===== src/rtl/cpu_mem_stage_if.sv =====
// cpu_mem_stage_if: data memory port between the stage (master) and memory (slave)
// dmem_req/dmem_we/dmem_addr/dmem_wdata: request, held until dmem_ack
// dmem_ack/dmem_rdata: completion strobe and load data from memory
interface cpu_mem_stage_if #(
  parameter int DATA_W = 32
);
  logic              dmem_req;
  logic              dmem_we;
  logic [DATA_W-1:0] dmem_addr;
  logic [DATA_W-1:0] dmem_wdata;
  logic              dmem_ack;
  logic [DATA_W-1:0] dmem_rdata;
  modport master(output dmem_req, dmem_we, dmem_addr, dmem_wdata, input dmem_ack, dmem_rdata);
  modport slave(input dmem_req, dmem_we, dmem_addr, dmem_wdata, output dmem_ack, dmem_rdata);
endinterface


===== src/rtl/cpu_mem_stage.sv =====
// cpu_mem_stage: stage 3->4 with data memory access, branch resolution and push-value selection
module cpu_mem_stage #(
  parameter int DATA_W  = 32,
  parameter int TYPE_W  = 3,
  parameter int IMM_W   = 16,
  parameter int INSTR_W = 48,
  parameter int POP_W   = 11
) (
  input  logic                     clk,
  input  logic                     rst_b,
  input  logic                     valid_3a,
  output logic                     ready_3a,
  input  logic [DATA_W-1:0]        alu__out_3a,
  input  logic                     alu__cond_3a,
  input  logic [DATA_W-1:0]        st__data_3a,
  input  logic [1:0]               c__branch_3a,
  input  logic [1:0]               c__to_push_3a,
  input  logic [1:0]               c__mem_3a,
  input  logic [INSTR_W-1:0]       instr_3a,
  input  logic [DATA_W-1:0]        pc_3a,
  input  logic [POP_W-1:0]         st__to_pop_3a,
  output logic                     valid_4a,
  input  logic                     ready_4a,
  output logic                     kill_4a,
  output logic [DATA_W-1:0]        branch_target_4a,
  output logic [1:0]               c__to_push_4a,
  output logic [TYPE_W+DATA_W-1:0] st__to_push_4a,
  output logic [POP_W-1:0]         st__to_pop_4a,
  output logic [DATA_W-1:0]        pc_4a,
  cpu_mem_stage_if.master          mem
);
  localparam logic [1:0] UC_BR_NONE = 2'd0, UC_BR_REL = 2'd1, UC_BR_REL_COND = 2'd2, UC_BR_ABS = 2'd3;
  localparam logic [1:0] UC_PUSHNONE = 2'd0, UC_PUSHALU = 2'd1, UC_PUSHIMM = 2'd2, UC_PUSHLOAD = 2'd3;
  localparam logic [1:0] UC_MEM_LD = 2'd1, UC_MEM_ST = 2'd2;
  localparam logic [TYPE_W-1:0] TYPE_INTEGER = TYPE_W'(1);
  typedef enum logic {IDLE, MEM} state_t;
  state_t                    state;
  logic                      kill_pend;
  logic                      load_pend;
  logic                      acc;
  logic                      is_mem;
  logic                      ack;
  logic                      kill_nxt;
  logic [DATA_W-1:0]         imm_ext;
  logic [DATA_W-1:0]         tgt_nxt;
  logic [TYPE_W+DATA_W-1:0]  push_nxt;
  logic                      unused;
  assign unused   = ^instr_3a;
  assign ready_3a = state == IDLE && (!valid_4a || ready_4a);
  assign acc      = valid_3a && ready_3a;
  assign is_mem   = c__mem_3a == UC_MEM_LD || c__mem_3a == UC_MEM_ST;
  assign ack      = state == MEM && mem.dmem_ack;
  assign kill_4a  = valid_4a && kill_pend;
  assign imm_ext  = DATA_W'($signed(instr_3a[IMM_W-1:0]));
  always_comb begin
    kill_nxt = c__branch_3a == UC_BR_REL || c__branch_3a == UC_BR_ABS ||
               (c__branch_3a == UC_BR_REL_COND && alu__cond_3a);
    tgt_nxt  = c__branch_3a == UC_BR_ABS  ? alu__out_3a :
               c__branch_3a == UC_BR_NONE ? '0 : pc_3a + imm_ext;
    push_nxt = c__to_push_3a == UC_PUSHALU  ? {TYPE_INTEGER, alu__out_3a} :
               c__to_push_3a == UC_PUSHIMM  ? instr_3a[TYPE_W+DATA_W-1:0] :
               c__to_push_3a == UC_PUSHLOAD ? {TYPE_INTEGER, {DATA_W{1'b0}}} : '0;
  end
  always_ff @(posedge clk or negedge rst_b) begin
    if (!rst_b) begin
      state            <= IDLE;
      valid_4a         <= 1'b0;
      kill_pend        <= 1'b0;
      load_pend        <= 1'b0;
      branch_target_4a <= '0;
      c__to_push_4a    <= '0;
      st__to_push_4a   <= '0;
      st__to_pop_4a    <= '0;
      pc_4a            <= '0;
      mem.dmem_req     <= 1'b0;
      mem.dmem_we      <= 1'b0;
      mem.dmem_addr    <= '0;
      mem.dmem_wdata   <= '0;
    end else if (acc) begin
      state            <= is_mem ? MEM : IDLE;
      valid_4a         <= !is_mem;
      kill_pend        <= kill_nxt;
      load_pend        <= c__to_push_3a == UC_PUSHLOAD && c__mem_3a == UC_MEM_LD;
      branch_target_4a <= tgt_nxt;
      c__to_push_4a    <= c__to_push_3a;
      st__to_push_4a   <= push_nxt;
      st__to_pop_4a    <= st__to_pop_3a;
      pc_4a            <= pc_3a;
      mem.dmem_req     <= is_mem;
      mem.dmem_we      <= c__mem_3a == UC_MEM_ST;
      if (is_mem) begin
        mem.dmem_addr  <= alu__out_3a;
        mem.dmem_wdata <= c__mem_3a == UC_MEM_ST ? st__data_3a : '0;
      end
    end else if (ack) begin
      state            <= IDLE;
      valid_4a         <= 1'b1;
      mem.dmem_req     <= 1'b0;
      mem.dmem_we      <= 1'b0;
      if (load_pend) st__to_push_4a[DATA_W-1:0] <= mem.dmem_rdata;
    end else if (ready_4a) begin
      valid_4a         <= 1'b0;
    end
  end
endmodule


===== src/flat_wrapper.sv =====
// flat-port wrapper written by rule: the top's interface ports become plain ports
module cpu_mem_stage_flat 
#(
  parameter int DATA_W  = 32,
  parameter int TYPE_W  = 3,
  parameter int IMM_W   = 16,
  parameter int INSTR_W = 48,
  parameter int POP_W   = 11
)
  (clk, rst_b, valid_3a, ready_3a, alu__out_3a, alu__cond_3a, st__data_3a, c__branch_3a, c__to_push_3a, c__mem_3a, instr_3a, pc_3a, st__to_pop_3a, valid_4a, ready_4a, kill_4a, branch_target_4a, c__to_push_4a, st__to_push_4a, st__to_pop_4a, pc_4a, mem_dmem_req, mem_dmem_we, mem_dmem_addr, mem_dmem_wdata, mem_dmem_ack, mem_dmem_rdata);
  cpu_mem_stage_if #(.DATA_W(DATA_W)) mem_i ();
  input  logic clk;
  input  logic rst_b;
  input  logic valid_3a;
  output logic ready_3a;
  input  logic [DATA_W-1:0] alu__out_3a;
  input  logic alu__cond_3a;
  input  logic [DATA_W-1:0] st__data_3a;
  input  logic [1:0] c__branch_3a;
  input  logic [1:0] c__to_push_3a;
  input  logic [1:0] c__mem_3a;
  input  logic [INSTR_W-1:0] instr_3a;
  input  logic [DATA_W-1:0] pc_3a;
  input  logic [POP_W-1:0] st__to_pop_3a;
  output logic valid_4a;
  input  logic ready_4a;
  output logic kill_4a;
  output logic [DATA_W-1:0] branch_target_4a;
  output logic [1:0] c__to_push_4a;
  output logic [TYPE_W+DATA_W-1:0] st__to_push_4a;
  output logic [POP_W-1:0] st__to_pop_4a;
  output logic [DATA_W-1:0] pc_4a;
  output wire logic [$bits(mem_i.dmem_req)-1:0] mem_dmem_req;
  output wire logic [$bits(mem_i.dmem_we)-1:0] mem_dmem_we;
  output wire logic [$bits(mem_i.dmem_addr)-1:0] mem_dmem_addr;
  output wire logic [$bits(mem_i.dmem_wdata)-1:0] mem_dmem_wdata;
  input wire logic [$bits(mem_i.dmem_ack)-1:0] mem_dmem_ack;
  input wire logic [$bits(mem_i.dmem_rdata)-1:0] mem_dmem_rdata;
  assign mem_dmem_req = mem_i.dmem_req;
  assign mem_dmem_we = mem_i.dmem_we;
  assign mem_dmem_addr = mem_i.dmem_addr;
  assign mem_dmem_wdata = mem_i.dmem_wdata;
  assign mem_i.dmem_ack = mem_dmem_ack;
  assign mem_i.dmem_rdata = mem_dmem_rdata;
  cpu_mem_stage #(.DATA_W(DATA_W), .TYPE_W(TYPE_W), .IMM_W(IMM_W), .INSTR_W(INSTR_W), .POP_W(POP_W)) u_core (.clk(clk), .rst_b(rst_b), .valid_3a(valid_3a), .ready_3a(ready_3a), .alu__out_3a(alu__out_3a), .alu__cond_3a(alu__cond_3a), .st__data_3a(st__data_3a), .c__branch_3a(c__branch_3a), .c__to_push_3a(c__to_push_3a), .c__mem_3a(c__mem_3a), .instr_3a(instr_3a), .pc_3a(pc_3a), .st__to_pop_3a(st__to_pop_3a), .valid_4a(valid_4a), .ready_4a(ready_4a), .kill_4a(kill_4a), .branch_target_4a(branch_target_4a), .c__to_push_4a(c__to_push_4a), .st__to_push_4a(st__to_push_4a), .st__to_pop_4a(st__to_pop_4a), .pc_4a(pc_4a), .mem(mem_i));
endmodule

===== config.mk =====
export PLATFORM = sky130hd
export DESIGN_NAME = cpu_mem_stage_flat
export DESIGN_NICKNAME = d
export VERILOG_FILES = /design/src/rtl/cpu_mem_stage_if.sv /design/src/rtl/cpu_mem_stage.sv /design/src/flat_wrapper.sv
export SDC_FILE = /design/constraint.sdc
export NUM_CORES = 1
export LEC_CHECK = 0
export ABC_AREA = 0
export BUFFER_PORTS_ARGS = -buffer_cell sky130_fd_sc_hd__buf_2
export CORE_AREA = 2 2 150 152
export DETAILED_ROUTE_END_ITERATION = 7
export DIE_AREA = 0 0 152 154
export PLACE_DENSITY = 0.72
export SLEW_MARGIN = 15
export SYNTH_ARGS = -nofsm -noshare
export SYNTH_HDL_FRONTEND = slang
export SYNTH_SLANG_ARGS = --single-unit
export TNS_END_PERCENT = 30

===== constraint.sdc =====
create_clock -name clk -period 3.1 [get_ports clk]
set_input_delay 0.62 -clock clk [delete_from_list [all_inputs] [get_ports clk]]
set_output_delay 0.62 -clock clk [all_outputs]
set_load 0.05 [all_outputs]

==> results.toml <==
[status]
status = "completed"

[synth]
synth_ff_type = "dfrtp_1"
synth-compound-area-share_pct = 18.0
ys_top_cells_by_area = "dfrtp_1 (49%), nand2_1 (15%), o21ai_0 (5.7%)"
synth.avg_cell_area_um2 = 8.47
syn_nets = 1332
synthAdderAreaFrac_pct = 4.65
ys_ff_latch = 181
synth_top_family_by_area = "simple AND/OR/NAND/NOR gates"
synth_area_leader_cell = "dfrtp_1"
synthTopCellsByCount = "nand2_1 (367), dfrtp_1 (181), o21ai_0 (106)"
yosysWarnings = 0
yosysSeqAreaShare_pct = 48.6
synth_most_common_cell = "nand2_1"
synth_xor_area_share_pct = 2.82
synthesis.area_um2 = 9310
synthDistinctLibCells = 49
synth_edf_count = 0
synthMuxAreaShare_pct = 0
synth_top_area_share_pct = 48.6
async_flop_share_pct = 100
yosys.area_share.simple_pct = 22.2
netlist_instances = 1099

[clocking]
postCtsSetupRepairBufs = 0
numCtsBuffers = 17
cts-root-buf = "clkbuf_16"
clock_path_buffers = 2
htree_num_levels = 4
cts_sinks = 181
cts_tree = "yes"
clk_pin_slew_worst_paths_ns = 0.08
clk_latency_ns = 0.43
cts_hold_buffers = 0
cts_resized = 0

[sta]
setup_viol = 0
fin_crit_sh_pct = 88.5
rsz0062_at_grt = "no"
worstMarginPinSlew_ns = 0.757
skew_ns = 0.0113
fmax_ghz = 0.365
post-route-worst-setup-slack_ns = 0.358
setup_tns_ns = 0
slew_viol_final = 0
slew_headroom_pct = 49.5
hold_viol = 0
finalCriticalPeriod_ns = 2.74

[setup_path]
reg2reg_slack_ns = 0.88
path_class = "in2reg"
rr_worst_depth = 6
r2r-start = "u_core.valid_4a"
endpoint_kind = "flip-flop"
cp-start-kind = "input pin"
cp_data_required_time_ns = 3.41
r2r-end = "u_core.mem.dmem_addr[10]"
worstPathArrival_ns = 3.05
critical_path.max_fanout = 4

[power_and_ir_drop]
ir_drop_mv = 0.464
pwr_density_cell_nw_per_um2 = 873
p_leak_nw = 6.48

[global_route]
grtUsageTotal_pct = 27.5
grt_overflow = 0
grt_pass1_wl_um = 50400
antenna_found_initial = 1
grt_max_degree = 78
grt_pass1_vias = 8716

[placed_design]
gp_congestion = 0.943
port_buffers = 366
hpwl_um = 25000
post-place-ws_ns = -0.113

[floorplanning]
core_area_um2 = 21700
die_width_um = 152
rows = 54
io_pins = 380
die_area_um2 = 23400
die_h_um = 154
start_util_pct = 42.9

[route]
drtAntennaViolNets = 0
viasPerCell = 5.33
drt_iter0_markers = 844
num_vias = 9218
drt-total-wl_um = 32900
drc = 0
avgRoutedWirePerCell_um = 19.0
firstDrtPassIters = 5

[layout]
area_growth_syn_to_layout_pct = 29.4
final_util_pct = 55.5
drive_above_1_share_pct = 30.4
finalNetCount = 1667

[min_path]
hold_path.class = "in2async"

[job]
cap_violations = 0
## logic make-up after synthesis
| family | Yosys count |
|---|---|
| simple gates | 507 |
| compound gates | 258 |
| flops | 181 |
| buf+inv | 89 |
| fa+ha+maj | 34 |
| xor+xnor | 30 |
## worst max-delay path, stage by stage
cell       delay, ns
buf_2           0.14
ha_1            0.18
inv_1           0.06
fa_1            0.39
nor2b_1         0.18
o2111ai_1       0.16
a211oi_1        0.35
a21bo_2         0.25
o21ai_2         0.12
nor4_1          0.28
nor3_1          0.09
xor2_1          0.16
o21ai_1         0.07
## routing by layer
metal	track usage, %	routed length, um
met1	36.7	14100
met2	44.6	15700
met3	5.86	2140
met4	9.70	953
met5	0	0
## state kept, by name (all words and copies together) (netlist names), 2 cells and up
| register | count |
|---|---|
| u_core.mem.dmem_addr | 32 |
| u_core.st__to_pop_4a | 11 |
| u_core.c__to_push_4a | 2 |
| u_core.pc_4a | 32 |
| u_core.st__to_push_4a | 35 |
| u_core.mem.dmem_wdata | 32 |
| u_core.branch_target_4a | 32 |
## power by group
part / internal, W / switching (W)
Sequential: 0.00303 / 0.000351
Clock: 0.00106 / 0.00105
Combinational: 0.00111 / 0.00391
Total: 0.00521 / 0.00531
## layout by cell type (no fill, tap or decap), types with 4 or more instances in the layout
master and count:
nand2_1 367, buf_2 365, dfrtp_1 181, o21ai_0 106, a21oi_1 57, nor2_1 49
nand3_1 44, ha_1 33, a221o_1 32, buf_4 18, inv_1 17, clkbuf_16 17
xnor2_1 16, and3_1 14, xor2_1 14, a221oi_1 13, a21o_1 9, nor3_1 9
o21bai_1 7, nor2b_1 6, inv_8 6, clkinv_4 5, a211oi_1 4, nand4_1 4
a31oi_1 4, buf_12 4
## final cells by class
type | count | area [um^2]
fill | 2033 | 9640
sequential | 181 | 4530
multi-input combinational | 829 | 4480
timing repair buffer | 388 | 2060
clock buffer | 17 | 425
tap | 280 | 350
clock inverter | 14 | 135
inverter | 17 | 63.8
antenna | 2 | 5.00
## worst max-delay path by stage
stage / end / startpoint
after global placement: u_core.branch_target_4a[28] / pc_3a[0]
after CTS: u_core.branch_target_4a[28] / pc_3a[0]
after floorplan: u_core.branch_target_4a[28] / instr_3a[0]
after detailed placement: u_core.branch_target_4a[28] / pc_3a[0]
final: u_core.branch_target_4a[28] / pc_3a[0]
after global routing: u_core.branch_target_4a[28] / pc_3a[0]
## through the flow
| stage | cell area (um^2) | std cells | hold WS [ns] | power (W) |
|---|---|---|---|---|
| global route | 12000 | 1727 | 0.252 | 0.0110 |
| CTS | 12000 | 1726 | 0.227 | 0.0106 |
| finish | 12000 | 1728 | 0.211 | 0.0105 |
| detailed placement | 11500 | 1695 | 0.453 | 0.00844 |
| global placement | 11500 | 1695 | 0.445 | 0.00837 |
| floorplan | 9310 | 1099 | 0.324 | 0.00698 |
No activity file was read; power rests on OpenSTA's default activity.
